### config.mk
export PLATFORM = sky130hd
export DESIGN_NAME = wb_uart_tx
export DESIGN_NICKNAME = d
export VERILOG_FILES = /design/src/rtl/wb_uart_tx.sv
export SDC_FILE = /design/constraint.sdc
export NUM_CORES = 1
export LEC_CHECK = 0
export BUFFER_PORTS_ARGS = -buffer_cell sky130_fd_sc_hd__buf_2
export CAP_MARGIN = 20
export CORE_MARGIN = 5
export CORE_UTILIZATION = 50
export CTS_BUF_LIST = sky130_fd_sc_hd__clkbuf_8
export CTS_CLUSTER_DIAMETER = 80
export DETAILED_ROUTE_END_ITERATION = 10
export PLACE_DENSITY = 0.78
export REMOVE_ABC_BUFFERS = 1
export SLEW_MARGIN = 20
export SYNTH_ARGS = -nofsm -noshare
export SYNTH_HDL_FRONTEND = slang
export SYNTH_SLANG_ARGS = --single-unit
### constraint.sdc
create_clock -name clk -period 3.6 [get_ports clk]
set_clock_uncertainty 0.2 [all_clocks]
set_input_delay 0.72 -clock clk [delete_from_list [all_inputs] [get_ports clk]]
set_output_delay 0.72 -clock clk [all_outputs]
set_load 0.005 [all_outputs]
### src/rtl/wb_uart_tx.sv
// Wishbone-slave UART: byte FIFO feeding an 8N1 transmitter with a programmable baud divisor.
// Define UART_RX_EN to compile in the optional receiver (STATUS bits 6:4 and RXDATA at +2).

`ifndef XLEN
`define XLEN 32
`endif
`ifndef XLEN_BYTES
`define XLEN_BYTES 4
`endif
`ifndef MM_REG_ADDR_BITS
`define MM_REG_ADDR_BITS 8
`endif

module wb_uart_tx #(
  parameter int BASE_ADDR        = 4,
  parameter int FIFO_DEPTH_LOG2  = 3,
  parameter int DEFAULT_BAUD_DIV = 867
) (
  input  logic                         clk,
  input  logic                         reset_n,
  input  logic                         sync_reset,
  input  logic                         WB_RD_STB_I,
  input  logic [`MM_REG_ADDR_BITS-1:0] WB_RD_ADR_I,
  output logic [`XLEN-1:0]             WB_RD_DAT_O,
  output logic                         WB_RD_ACK_O,
  input  logic                         WB_WR_WE_I,
  input  logic [`XLEN_BYTES-1:0]       WB_WR_SEL_I,
  input  logic [`MM_REG_ADDR_BITS-1:0] WB_WR_ADR_I,
  input  logic [`XLEN-1:0]             WB_WR_DAT_I,
  output logic                         WB_WR_ACK_O,
  output logic                         TXD,
  input  logic                         RXD
);

  localparam int AW    = `MM_REG_ADDR_BITS;
  localparam int XW    = `XLEN;
  localparam int DEPTH = 2 ** FIFO_DEPTH_LOG2;
  localparam int CW    = FIFO_DEPTH_LOG2 + 1;
  localparam logic [AW-1:0] BASE    = AW'(BASE_ADDR);
  localparam logic [15:0]   DIV_RST = 16'(DEFAULT_BAUD_DIV);

  typedef enum logic [1:0] {TX_IDLE, TX_START, TX_DATA, TX_STOP} tx_state_e;

  // Subtracting the base makes addresses below the window wrap to large values, so one compare decodes both ends.
  logic [AW-1:0] rd_off, wr_off;
  logic          rd_hit, wr_hit, stat_rd;
  assign rd_off  = WB_RD_ADR_I - BASE;
  assign wr_off  = WB_WR_ADR_I - BASE;
  assign rd_hit  = WB_RD_STB_I && (rd_off < AW'(4));
  assign wr_hit  = WB_WR_WE_I  && (wr_off < AW'(4));
  assign stat_rd = rd_hit && (rd_off[1:0] == 2'd0);

  tx_state_e                  state_q;
  logic [7:0]                 shift_q;
  logic [15:0]                bit_cnt_q;
  logic [2:0]                 bit_idx_q;
  logic                       txd_q;
  logic [15:0]                baud_div_q, baud_div_d;
  logic                       overflow_q, overflow_d;
  logic                       rd_ack_q, wr_ack_q;
  logic [XW-1:0]              rd_dat_q, rd_dat_d;
  logic [7:0]                 fifo_mem [DEPTH];
  logic [FIFO_DEPTH_LOG2-1:0] wr_ptr_q, rd_ptr_q;
  logic [CW-1:0]              count_q;
  logic                       full, empty, busy, push_req, push, push_drop, pop;
  logic                       rx_valid, rx_ferr, rx_ovr;
  logic [7:0]                 rx_byte;

  assign full      = (count_q == CW'(DEPTH));
  assign empty     = (count_q == '0);
  assign busy      = (state_q != TX_IDLE) || !empty;
  assign pop       = !empty && ((state_q == TX_IDLE) || (state_q == TX_STOP && bit_cnt_q == '0));
  assign push_req  = wr_hit && (wr_off[1:0] == 2'd0) && WB_WR_SEL_I[0];
  assign push      = push_req && (!full || pop);
  assign push_drop = push_req && !push;

  // NOTE: sequential state uses non-blocking assignments so every flop samples pre-edge values.
  always_ff @(posedge clk or negedge reset_n) begin
    if (!reset_n) begin
      wr_ptr_q <= '0;
      rd_ptr_q <= '0;
      count_q  <= '0;
    end else if (sync_reset) begin
      wr_ptr_q <= '0;
      rd_ptr_q <= '0;
      count_q  <= '0;
    end else begin
      if (push) wr_ptr_q <= wr_ptr_q + 1'b1;
      if (pop)  rd_ptr_q <= rd_ptr_q + 1'b1;
      if (push && !pop)      count_q <= count_q + 1'b1;
      else if (pop && !push) count_q <= count_q - 1'b1;
    end
  end

  // NOTE: FIFO storage has no reset; the pointers and count alone decide which entries are valid.
  always_ff @(posedge clk) begin
    if (push) fifo_mem[wr_ptr_q] <= WB_WR_DAT_I[7:0];
  end

  always_comb begin
    // NOTE: every output gets a default first so no latch is inferred.
    baud_div_d = baud_div_q;
    overflow_d = overflow_q;
    rd_dat_d   = '0;
    if (wr_hit && wr_off[1:0] == 2'd1) begin
      if (WB_WR_SEL_I[0]) baud_div_d[7:0]  = WB_WR_DAT_I[7:0];
      if (WB_WR_SEL_I[1]) baud_div_d[15:8] = WB_WR_DAT_I[15:8];
    end
    if (stat_rd)   overflow_d = 1'b0;
    if (push_drop) overflow_d = 1'b1;
    case (rd_off[1:0])
      2'd0:    rd_dat_d[15:0] = {8'(count_q), 1'b0, rx_ovr, rx_ferr, rx_valid,
                                 overflow_q, busy, empty, full};
      2'd1:    rd_dat_d[15:0] = baud_div_q;
      2'd2:    rd_dat_d = XW'({rx_valid, 23'b0, rx_byte});
      default: rd_dat_d = '0;
    endcase
  end

  always_ff @(posedge clk or negedge reset_n) begin
    if (!reset_n) begin
      baud_div_q <= DIV_RST;
      overflow_q <= 1'b0;
      rd_ack_q   <= 1'b0;
      wr_ack_q   <= 1'b0;
      rd_dat_q   <= '0;
    end else if (sync_reset) begin
      baud_div_q <= DIV_RST;
      overflow_q <= 1'b0;
      rd_ack_q   <= 1'b0;
      wr_ack_q   <= 1'b0;
      rd_dat_q   <= '0;
    end else begin
      baud_div_q <= baud_div_d;
      overflow_q <= overflow_d;
      rd_ack_q   <= rd_hit;
      wr_ack_q   <= wr_hit;
      if (rd_hit) rd_dat_q <= rd_dat_d;
    end
  end

  // A stop bit that ends with data waiting pops straight into START, so frames run back to back.
  always_ff @(posedge clk or negedge reset_n) begin
    if (!reset_n) begin
      state_q   <= TX_IDLE;
      shift_q   <= '0;
      bit_cnt_q <= '0;
      bit_idx_q <= '0;
      txd_q     <= 1'b1;
    end else if (sync_reset) begin
      state_q   <= TX_IDLE;
      shift_q   <= '0;
      bit_cnt_q <= '0;
      bit_idx_q <= '0;
      txd_q     <= 1'b1;
    end else begin
      case (state_q)
        TX_IDLE: begin
          if (pop) begin
            shift_q   <= fifo_mem[rd_ptr_q];
            bit_cnt_q <= baud_div_q;
            txd_q     <= 1'b0;
            state_q   <= TX_START;
          end
        end
        TX_START: begin
          if (bit_cnt_q == '0) begin
            bit_cnt_q <= baud_div_q;
            bit_idx_q <= '0;
            txd_q     <= shift_q[0];
            state_q   <= TX_DATA;
          end else begin
            bit_cnt_q <= bit_cnt_q - 1'b1;
          end
        end
        TX_DATA: begin
          if (bit_cnt_q == '0) begin
            bit_cnt_q <= baud_div_q;
            if (bit_idx_q == 3'd7) begin
              txd_q   <= 1'b1;
              state_q <= TX_STOP;
            end else begin
              shift_q   <= shift_q >> 1;
              txd_q     <= shift_q[1];
              bit_idx_q <= bit_idx_q + 1'b1;
            end
          end else begin
            bit_cnt_q <= bit_cnt_q - 1'b1;
          end
        end
        TX_STOP: begin
          if (bit_cnt_q == '0) begin
            if (pop) begin
              shift_q   <= fifo_mem[rd_ptr_q];
              bit_cnt_q <= baud_div_q;
              txd_q     <= 1'b0;
              state_q   <= TX_START;
            end else begin
              state_q <= TX_IDLE;
            end
          end else begin
            bit_cnt_q <= bit_cnt_q - 1'b1;
          end
        end
        default: state_q <= TX_IDLE;
      endcase
    end
  end

`ifdef UART_RX_EN
  typedef enum logic [1:0] {RX_IDLE, RX_START, RX_DATA, RX_STOP} rx_state_e;

  rx_state_e   rx_state_q;
  logic        rx_s1_q, rx_s2_q, rx_prev_q;
  logic [15:0] rx_cnt_q;
  logic [2:0]  rx_idx_q;
  logic [7:0]  rx_shift_q, rx_byte_q;
  logic        rx_valid_q, rx_ferr_q, rx_ovr_q;
  logic        rx_rd;
  logic [16:0] rx_div_p1;

  assign rx_rd     = rd_hit && (rd_off[1:0] == 2'd2);
  assign rx_div_p1 = {1'b0, baud_div_q} + 17'd1;
  assign rx_valid  = rx_valid_q;
  assign rx_ferr   = rx_ferr_q;
  assign rx_ovr    = rx_ovr_q;
  assign rx_byte   = rx_byte_q;

  // Read-clear sits before the frame logic so a byte completing in the same cycle wins.
  always_ff @(posedge clk or negedge reset_n) begin
    if (!reset_n) begin
      {rx_s1_q, rx_s2_q, rx_prev_q} <= 3'b111;
      rx_state_q <= RX_IDLE;
      rx_cnt_q   <= '0;
      rx_idx_q   <= '0;
      rx_shift_q <= '0;
      rx_byte_q  <= '0;
      {rx_valid_q, rx_ferr_q, rx_ovr_q} <= 3'b000;
    end else if (sync_reset) begin
      {rx_s1_q, rx_s2_q, rx_prev_q} <= 3'b111;
      rx_state_q <= RX_IDLE;
      rx_cnt_q   <= '0;
      rx_idx_q   <= '0;
      rx_shift_q <= '0;
      rx_byte_q  <= '0;
      {rx_valid_q, rx_ferr_q, rx_ovr_q} <= 3'b000;
    end else begin
      rx_s1_q   <= RXD;
      rx_s2_q   <= rx_s1_q;
      rx_prev_q <= rx_s2_q;
      if (rx_rd) {rx_valid_q, rx_ferr_q, rx_ovr_q} <= 3'b000;
      case (rx_state_q)
        RX_IDLE: begin
          if (rx_prev_q && !rx_s2_q) begin
            rx_cnt_q   <= rx_div_p1[16:1];
            rx_state_q <= RX_START;
          end
        end
        RX_START: begin
          if (rx_cnt_q == '0) begin
            rx_cnt_q   <= baud_div_q;
            rx_idx_q   <= '0;
            rx_state_q <= rx_s2_q ? RX_IDLE : RX_DATA;
          end else begin
            rx_cnt_q <= rx_cnt_q - 1'b1;
          end
        end
        RX_DATA: begin
          if (rx_cnt_q == '0) begin
            rx_cnt_q   <= baud_div_q;
            rx_shift_q <= {rx_s2_q, rx_shift_q[7:1]};
            rx_idx_q   <= rx_idx_q + 1'b1;
            if (rx_idx_q == 3'd7) rx_state_q <= RX_STOP;
          end else begin
            rx_cnt_q <= rx_cnt_q - 1'b1;
          end
        end
        RX_STOP: begin
          if (rx_cnt_q == '0) begin
            rx_byte_q  <= rx_shift_q;
            rx_valid_q <= 1'b1;
            if (rx_valid_q) rx_ovr_q  <= 1'b1;
            if (!rx_s2_q)   rx_ferr_q <= 1'b1;
            rx_state_q <= RX_IDLE;
          end else begin
            rx_cnt_q <= rx_cnt_q - 1'b1;
          end
        end
        default: rx_state_q <= RX_IDLE;
      endcase
    end
  end

  logic unused_ok;
  assign unused_ok = &{1'b0, WB_WR_DAT_I[XW-1:16], WB_WR_SEL_I[`XLEN_BYTES-1:2]};
`else
  assign rx_valid = 1'b0;
  assign rx_ferr  = 1'b0;
  assign rx_ovr   = 1'b0;
  assign rx_byte  = 8'h00;

  logic unused_ok;
  assign unused_ok = &{1'b0, RXD, WB_WR_DAT_I[XW-1:16], WB_WR_SEL_I[`XLEN_BYTES-1:2]};
`endif

  assign WB_RD_DAT_O = rd_dat_q;
  assign WB_RD_ACK_O = rd_ack_q;
  assign WB_WR_ACK_O = wr_ack_q;
  assign TXD         = txd_q;

endmodule

==> impl_metrics.sql, run 1 <==
INSERT INTO impl_metrics (metric_group, metric, value, unit) VALUES
('cts', 'cts-root-buf', 'sky130_fd_sc_hd__clkbuf_8', ''),
('power_and_ir_drop', 'peakVddDrop', '0.0004923', 'V'),
('cts', 'clkSinkCount', '139', ''),
('setup_path', 'worst-setup-path-type', 'reg2reg', ''),
('logic_synthesis', 'synth_top_cell_area_share', '0.2709', ''),
('hold_path', 'hold_class', 'in2async', ''),
('cts', 'tritoncts_clock_tree', 'done', ''),
('power_and_ir_drop', 'seqPwrFrac', '0.354', ''),
('power_and_ir_drop', 'power_frac_clock', '0.222', ''),
('detailed_routing', 'drtAntennaViolNets', '0', ''),
('placed_design', 'dpl_cell_area', '7569', 'µm²'),
('logic_synthesis', 'synth_top_cells_by_area', 'sky130_fd_sc_hd__edfxtp_1 27%, sky130_fd_sc_hd__dfrtp_1 24%, sky130_fd_sc_hd__mux4_2 5.1%', ''),
('timing', 'finalSetupViolCount', '0', ''),
('setup_path', 'worst_path_most_repeated_cell', 'sky130_fd_sc_hd__ha_1', ''),
('cts', 'cts_max_path_buffers', '2', ''),
('power_and_ir_drop', 'power.combinational.fraction', '0.425', ''),
('placed_design', 'detailed_placer_s_ending_hpwl', '10920', 'µm'),
('setup_path', 'crit_path_arrival_time', '3.52', 'ns'),
('floorplan', 'die_area', '16670', 'µm²'),
('power_and_ir_drop', 'power_leakage', '3.304', 'nW'),
('setup_path', 'max_fanout_on_critical_path', '11', ''),
('logic_synthesis', 'yosys-mux-area-fraction', '0.1357', ''),
('logic_synthesis', 'synth_compound_gate_area_share', '0.1048', ''),
('logic_synthesis', 'share_of_synthesized_cell_area_in_full_adder_half_adder_and_majority_cells', '0.02575', ''),
('global_routing', 'grt_pass1_wl', '25820', 'µm'),
('cts', 'ctsHtreeMaxLevel', '4', ''),
('power_and_ir_drop', 'switchingPower', '0.002216', 'W'),
('layout', 'layout-area-overhead-vs-synth', '12.54', '%'),
('timing', 'final-max-slew-violation-count', '0', ''),
('placed_design', 'number_of_input_and_output_port_buffers_inserted', '57', ''),
('floorplan', 'floorplan.die.width', '129.1', 'µm'),
('setup_path', 'cp_data_required_time', '3.73', 'ns'),
('power_and_ir_drop', 'internal_cell_power', '0.003493', 'W'),
('setup_path', 'worstPathCellList', 'inv_1, ha_1, nor4bb_4, nand4_4, and2_4, o21ai_0, ha_1, a21o_1, a21oi_1, nand2_1, mux2i_1, mux2_1', ''),
('floorplan', 'num_io_pins', '93', ''),
('run_status', 'outcome', 'complete, no violations', ''),
('logic_synthesis', 'average_instance_area_after_synthesis', '12.12', 'µm²'),
('logic_synthesis', 'yosys_warnings', '0', ''),
('setup_path', 'slowest_stage', 'sky130_fd_sc_hd__dfrtp_1', ''),
('logic_synthesis', 'synth.distinct_cells', '69', ''),
('layout', 'antenna_diodes', '0', ''),
('placed_design', 'place_congestion', '0.8663', ''),
('floorplan', 'chipHeight', '129.1', 'µm'),
('setup_path', 'end_kind', 'flop', ''),
('detailed_routing', 'routed_wirelength', '15870', 'µm'),
('timing', 'grt_setup_unrepaired', 'false', ''),
('layout', 'drive_above_1_share', '0.2523', ''),
('logic_synthesis', 'seq_area_frac_synth', '0.5368', ''),
('global_routing', 'grt.overflow.total', '0', ''),
('cts', 'clock_insertion_delay_worst_skew', '0.45', 'ns'),
('timing', 'max_slew_margin', '0.3555', ''),
('detailed_routing', 'dr.pass1.iters', '5', ''),
('global_routing', 'antenna_found_initial', '0', ''),
('detailed_routing', 'drt-wirelength-per-cell', '18.85', 'µm'),
('detailed_routing', 'total_vias_in_the_final_route', '4982', ''),
('logic_synthesis', 'cell_count_after_synthesis', '585', ''),
('logic_synthesis', 'postSynth.topFlopCell', 'sky130_fd_sc_hd__dfrtp_1', ''),
('detailed_routing', 'detail_route.vias_per_cell', '5.917', ''),
('setup_path', 'critical_path_buf_inv_count', '1', ''),
('cts', 'post-cts-setup-buffers', '0', ''),
('power_and_ir_drop', 'sw_frac_of_total', '0.3881', ''),
('global_routing', 'grt_pass1_vias', '5065', ''),
('power_and_ir_drop', 'power.density_cell_area', '715.2', 'nW/µm²'),
('logic_synthesis', 'synth_simple_gate_area_share', '0.1365', ''),
('timing', 'finalHoldViolCount', '0', ''),
('logic_synthesis', 'post_synth_instance_area', '7093', 'µm²'),
('logic_synthesis', 'combinational_family_with_the_most_area_after_synthesis', 'simple AND/OR/NAND/NOR gates', ''),
('floorplan', 'initial_core_util', '0.5110', ''),
('detailed_routing', 'drt-initial-drc-count', '377', ''),
('floorplan', 'fp.coreArea', '13880', 'µm²'),
('floorplan', 'core.rowCount', '43', '');
==> layout make-up <==
type,instances,area [µm²]
sequential,139,3807
fill,1111,5898
clock buffer,17,234.0
inverter,14,52.55
multi-input combinational,398,3045
timing repair buffer,79,452.9
tap,180,225.2
clock inverter,15,165.2
==> synth_stat cells (4+ instances only) <==
master,count
sky130_fd_sc_hd__nand2_1,46
sky130_fd_sc_hd__o21ba_2,5
sky130_fd_sc_hd__mux2_2,9
sky130_fd_sc_hd__inv_1,14
sky130_fd_sc_hd__a211o_1,5
sky130_fd_sc_hd__a21oi_1,29
sky130_fd_sc_hd__clkbuf_1,19
sky130_fd_sc_hd__mux2_4,4
sky130_fd_sc_hd__buf_1,5
sky130_fd_sc_hd__o22ai_1,4
sky130_fd_sc_hd__a22o_1,8
sky130_fd_sc_hd__or3_1,4
sky130_fd_sc_hd__dfrtp_1,68
sky130_fd_sc_hd__nand2b_1,9
sky130_fd_sc_hd__mux2_1,8
sky130_fd_sc_hd__a21o_1,4
sky130_fd_sc_hd__nand3_1,17
sky130_fd_sc_hd__nor3_1,9
sky130_fd_sc_hd__o21ai_0,20
sky130_fd_sc_hd__xnor2_1,7
sky130_fd_sc_hd__ha_1,13
sky130_fd_sc_hd__buf_4,21
sky130_fd_sc_hd__nor2_1,43
sky130_fd_sc_hd__edfxtp_1,64
sky130_fd_sc_hd__buf_2,4
sky130_fd_sc_hd__dfstp_2,7
sky130_fd_sc_hd__mux4_2,16
sky130_fd_sc_hd__nor3b_1,7
sky130_fd_sc_hd__nor2b_1,8
sky130_fd_sc_hd__mux2i_1,35
sky130_fd_sc_hd__o31ai_1,5
sky130_fd_sc_hd__xor2_1,5
==> per-layer routing <==
metal	vias to the layer above	part of all wire	track usage
li1	2260	-	-
met1	2499	0.42	0.2691
met2	209	0.50	0.3235
met3	14	0.066	0.03586
met4	0	0.011	0.06238
met5	-	0	0
==> registers in the layout (all words and copies together) (netlist names), 3 cells and up <==
signal,flops
fifo_mem,64
bit_cnt_q,16
bit_idx_q,3
WB_RD_DAT_O,16
shift_q,8
rd_ptr_q,3
wr_ptr_q,3
count_q,4
baud_div_q,16
==> kinds of logic after synthesis <==
group / Yosys count
flip-flops: 139
adder cells (fa/ha/maj): 14
buffers and inverters: 63
AO/OA/AOI/OAI: 108
XOR/XNOR: 12
other: 1
multiplexers: 72
AND/OR/NAND/NOR: 176
==> path summary, 6_finish.rpt <==
check / startpoint / end / slack, ns / cells past startpoint
hold / removal: reset_n / count_q[3] / 0.23 / 1
setup reg to reg: bit_cnt_q[0] / count_q[3] / 0.21 / 12
setup / recovery: bit_cnt_q[0] / count_q[3] / 0.21 / 12
hold reg to reg: shift_q[0] / shift_q[0] / 0.30 / 1
max in group asynchronous: reset_n / bit_cnt_q[6] / 2.33 / 1
min in group clk: WB_WR_ADR_I[5] / WB_WR_ACK_O / 0.27 / 2
==> timing repair <==
action	in CTS	in global routing
resized for setup	0	2
hold buffers	0	0
endpoints found under the setup margin	0	1
==> metrics by stage <==
step                      utilization  setup WS (ns)
after CTS                      0.5740         0.1068
final                          0.5751         0.2105
after detailed placement       0.5453         0.1136
after global routing           0.5751       0.003662
after floorplan                     -        -0.1005
after global placement         0.5453         0.1813
==> cell usage in the layout (no fill, tap or decap), types with 4 or more instances in the layout <==
cell,n
sky130_fd_sc_hd__a211o_1,5
sky130_fd_sc_hd__a21o_1,4
sky130_fd_sc_hd__a21oi_1,29
sky130_fd_sc_hd__a22o_1,8
sky130_fd_sc_hd__buf_2,56
sky130_fd_sc_hd__buf_4,23
sky130_fd_sc_hd__clkbuf_8,17
sky130_fd_sc_hd__clkinvlp_4,4
sky130_fd_sc_hd__conb_1,16
sky130_fd_sc_hd__dfrtp_1,68
sky130_fd_sc_hd__dfstp_2,7
sky130_fd_sc_hd__edfxtp_1,64
sky130_fd_sc_hd__ha_1,13
sky130_fd_sc_hd__inv_1,15
sky130_fd_sc_hd__inv_6,4
sky130_fd_sc_hd__mux2_1,8
sky130_fd_sc_hd__mux2_2,9
sky130_fd_sc_hd__mux2_4,4
sky130_fd_sc_hd__mux2i_1,35
sky130_fd_sc_hd__mux4_2,16
sky130_fd_sc_hd__nand2_1,46
sky130_fd_sc_hd__nand2b_1,9
sky130_fd_sc_hd__nand3_1,17
sky130_fd_sc_hd__nor2_1,43
sky130_fd_sc_hd__nor2b_1,8
sky130_fd_sc_hd__nor3_1,9
sky130_fd_sc_hd__nor3b_1,7
sky130_fd_sc_hd__nor4_4,4
sky130_fd_sc_hd__o21ai_0,20
sky130_fd_sc_hd__o21ba_2,5
sky130_fd_sc_hd__o22ai_1,4
sky130_fd_sc_hd__o31ai_1,5
sky130_fd_sc_hd__or3_1,4
sky130_fd_sc_hd__xnor2_1,7
sky130_fd_sc_hd__xor2_1,5
==> power groups by stage <==
stage	Clock (W)	Sequential, W	Combinational [W]
2_1_floorplan	0	0.00203	0.00172
3_3_place_gp	0	0.00203	0.00231
3_5_place_dp	0	0.00204	0.00239
4_1_cts	0.00129	0.00201	0.00240
5_1_grt	0.00136	0.00204	0.00263
6_report	0.00127	0.00202	0.00242
(Power assumes the default switching activity.)
==> run 2, diff against run 1 <==
--- a/config.mk
+++ b/config.mk
@@ -8,11 +8,11 @@
 export BUFFER_PORTS_ARGS = -buffer_cell sky130_fd_sc_hd__buf_2
 export CAP_MARGIN = 20
 export CORE_MARGIN = 5
-export CORE_UTILIZATION = 50
+export CORE_UTILIZATION = 40
 export CTS_BUF_LIST = sky130_fd_sc_hd__clkbuf_8
 export CTS_CLUSTER_DIAMETER = 80
 export DETAILED_ROUTE_END_ITERATION = 10
-export PLACE_DENSITY = 0.78
+export PLACE_DENSITY = 0.66
 export REMOVE_ABC_BUFFERS = 1
 export SLEW_MARGIN = 20
 export SYNTH_ARGS = -nofsm -noshare
==> run 2 against run 1 <==
Clock-buffer cell count grew 2. Fmax shrank 0.52%. Sequential share of layout area shrank 0.17 points.
==> impl_metrics.sql, run 2 (synthesis results as in run 1) <==
INSERT INTO impl_metrics (metric_group, metric, value, unit) VALUES
('timing', 'fmax', '293.5', 'MHz'),
('layout', 'post-route-cell-area', '8011', 'µm²'),
('setup_path', 'worstPathCellList', 'inv_1, ha_2, nor4bb_1, buf_4, nand4_4, and2_4, o21ai_1, ha_1, a21o_1, a21oi_1, nand2_1, mux2i_1, mux2_1', ''),
('cts', 'cts_inserted_buffers', '17', ''),
('layout', 'largest_reg_flops', '64', ''),
('setup_path', 'worstSetupStartpointType', 'flop', ''),
('cts', 'ctsHtreeMaxLevel', '4', ''),
('floorplan', 'chipHeight', '143.2', 'µm'),
('layout', 'largest-register', 'fifo_mem', ''),
('timing', 'finalHoldViolCount', '0', ''),
('cts', 'clkSinkCount', '139', ''),
('timing', 'grt_setup_unrepaired', 'false', ''),
('setup_path', 'worst_r2r_end', 'count_q[3]', ''),
('layout', 'mostFrequentLayoutCells', '68 x sky130_fd_sc_hd__dfrtp_1, 64 x sky130_fd_sc_hd__edfxtp_1, 56 x sky130_fd_sc_hd__buf_2', ''),
('setup_path', 'timing.critical_path.slowest_cell_delay', '0.42', 'ns'),
('layout', 'num-nets-final', '723', ''),
('setup_path', 'cp_top_family', 'simple AND/OR/NAND/NOR gates', ''),
('setup_path', 'end_kind', 'flop', ''),
('detailed_routing', 'detail_route.vias_per_cell', '5.494', ''),
('detailed_routing', 'drt-wirelength-per-cell', '17.91', 'µm'),
('detailed_routing', 'drt-initial-drc-count', '382', ''),
('detailed_routing', 'post-route-drc-count', '0', ''),
('timing', 'final-max-slew-violation-count', '0', ''),
('setup_path', 'max_fanout_on_critical_path', '11', ''),
('power_and_ir_drop', 'peakVddDrop', '0.0002689', 'V'),
('timing', 'worstMarginPinSlew', '0.7882', 'ns'),
('setup_path', 'slowest_stage', 'sky130_fd_sc_hd__dfrtp_1', ''),
('setup_path', 'worst-setup-path-type', 'reg2reg', ''),
('cts', 'holdBufCountCts', '0', ''),
('global_routing', 'antenna_found_initial', '0', ''),
('layout', 'layout-area-overhead-vs-synth', '12.95', '%'),
('floorplan', 'fp.coreArea', '17360', 'µm²'),
('cts', 'cts-root-buf', 'sky130_fd_sc_hd__clkbuf_8', ''),
('placed_design', 'place_congestion', '0.8557', ''),
('floorplan', 'num_io_pins', '93', ''),
('setup_path', 'rr_startpoint', 'bit_cnt_q[0]', ''),
('global_routing', 'grt_util_overall', '0.1620', ''),
('timing', 'layout_min_cycle_time', '3.407', 'ns'),
('floorplan', 'floorplan.die.width', '143.2', 'µm'),
('placed_design', 'dpl_cell_area', '7640', 'µm²'),
('cts', 'clk_pin_slew', '0.07', 'ns'),
('cts', 'clock_insertion_delay_worst_skew', '0.45', 'ns'),
('setup_path', 'rr_worst_depth', '13', ''),
('power_and_ir_drop', 'power.density_cell_area', '696.9', 'nW/µm²'),
('timing', 'finalSetupTns', '0', 'ns'),
('placed_design', 'detailed_placer_s_ending_hpwl', '11040', 'µm'),
('placed_design', 'number_of_input_and_output_port_buffers_inserted', '57', ''),
('timing', 'min_period_over_period', '0.9465', ''),
('global_routing', 'grt_pass1_vias', '4985', ''),
('global_routing', 'grt_pass1_wl', '25960', 'µm'),
('layout', 'instances_no_fill', '889', ''),
('cts', 'tritoncts_clock_tree', 'done', ''),
('timing', 'finalSetupViolCount', '0', ''),
('floorplan', 'die_area', '20500', 'µm²'),
('global_routing', 'grt_max_degree', '76', ''),
('timing', 'max_slew_margin', '0.4745', ''),
('detailed_routing', 'dr.pass1.iters', '6', ''),
('timing', 'final.hold.worst_slack', '0.1087', 'ns'),
('setup_path', 'crit_path_arrival_time', '3.54', 'ns'),
('layout', 'layout_commonest_cell', 'sky130_fd_sc_hd__dfrtp_1', ''),
('setup_path', 'timing.reg2reg.setup_slack', '0.19', 'ns'),
('placed_design', 'place_inst', '857', ''),
('layout', 'drive_above_1_share', '0.2500', ''),
('hold_path', 'hold_class', 'in2async', ''),
('global_routing', 'grt.overflow.total', '0', ''),
('setup_path', 'cp_data_required_time', '3.73', 'ns'),
('cts', 'cts_max_path_buffers', '2', ''),
('setup_path', 'critical_path_buf_inv_count', '2', ''),
('setup_path', 'crit_path_start', 'bit_cnt_q[0]', ''),
('run', 'max_cap_viol_count', '0', ''),
('run_status', 'outcome', 'complete, no violations', ''),
('floorplan', 'core.rowCount', '48', ''),
('floorplan', 'initial_core_util', '0.4087', ''),
('power_and_ir_drop', 'power_leakage', '3.307', 'nW'),
('detailed_routing', 'total_vias_in_the_final_route', '4884', ''),
('layout', 'antenna_diodes', '0', ''),
('detailed_routing', 'drtAntennaViolNets', '0', ''),
('detailed_routing', 'routed_wirelength', '15930', 'µm');
run 2: worst reg2reg max path: cells and delay by family, from the launching register on:
family | cells | cell delay (ns)
buf+inv | 2 | 0.31
simple gates | 4 | 0.83
mux | 2 | 0.49
flops | 1 | 0.42
fa+ha+maj | 2 | 0.49
compound gates | 3 | 0.56
run 2: where the power goes:
| group | internal [W] | total [W] | switching [W] |
|---|---|---|---|
| sequential | 0.00181 | 0.00201 | 0.000206 |
| combinational | 0.00104 | 0.00240 | 0.00136 |
| clock | 0.000574 | 0.00117 | 0.000593 |
| total | 0.00343 | 0.00558 | 0.00216 |
run 2: layout make-up:
class,instances,area (µm²)
Multi-Input combinational cell,398,3033
Tap cell,225,281.5
Clock inverter,13,103.9
Clock buffer,19,261.5
Timing Repair Buffer,81,471.7
Inverter,14,52.55
Fill cell,1525,9345
Sequential cell,139,3807
run 2: worst max-delay path by stage:
stage                     depth (start not counted)  slack [ns]         end
final                                            13        0.19  count_q[3]
after global routing                             13        0.01  count_q[3]
after floorplan                                   8       -0.10  count_q[3]
after detailed placement                         11        0.09  count_q[3]
after CTS                                        13        0.12  count_q[3]
after global placement                           11        0.21  count_q[3]
run 2: routing by layer:
metal | track usage | wire length [µm] | vias up
met5 | 0 | 0 | -
met4 | 0.06603 | 279 | 0
met3 | 0.03048 | 672 | 21
met2 | 0.2507 | 7613 | 133
met1 | 0.2254 | 7360 | 2468
li1 | - | - | 2262
run 2: what timing repair did:
action                                 4_1_cts  5_1_grt
setup endpoints to repair                    0        1
resized for setup                            0        2
buffers inserted                             0        0
endpoints found under the hold margin        0        0
run 2: per-stage QoR:
| step | power [W] | setup WS, ns | utilization |
|---|---|---|---|
| floorplan | 0.003751 | -0.1005 | - |
| detailed placement | 0.004423 | 0.09420 | 0.4402 |
| global route | 0.005932 | 0.01157 | 0.4616 |
| CTS | 0.005598 | 0.1231 | 0.4612 |
| finish | 0.005583 | 0.1928 | 0.4616 |
| global placement | 0.004357 | 0.2074 | 0.4402 |
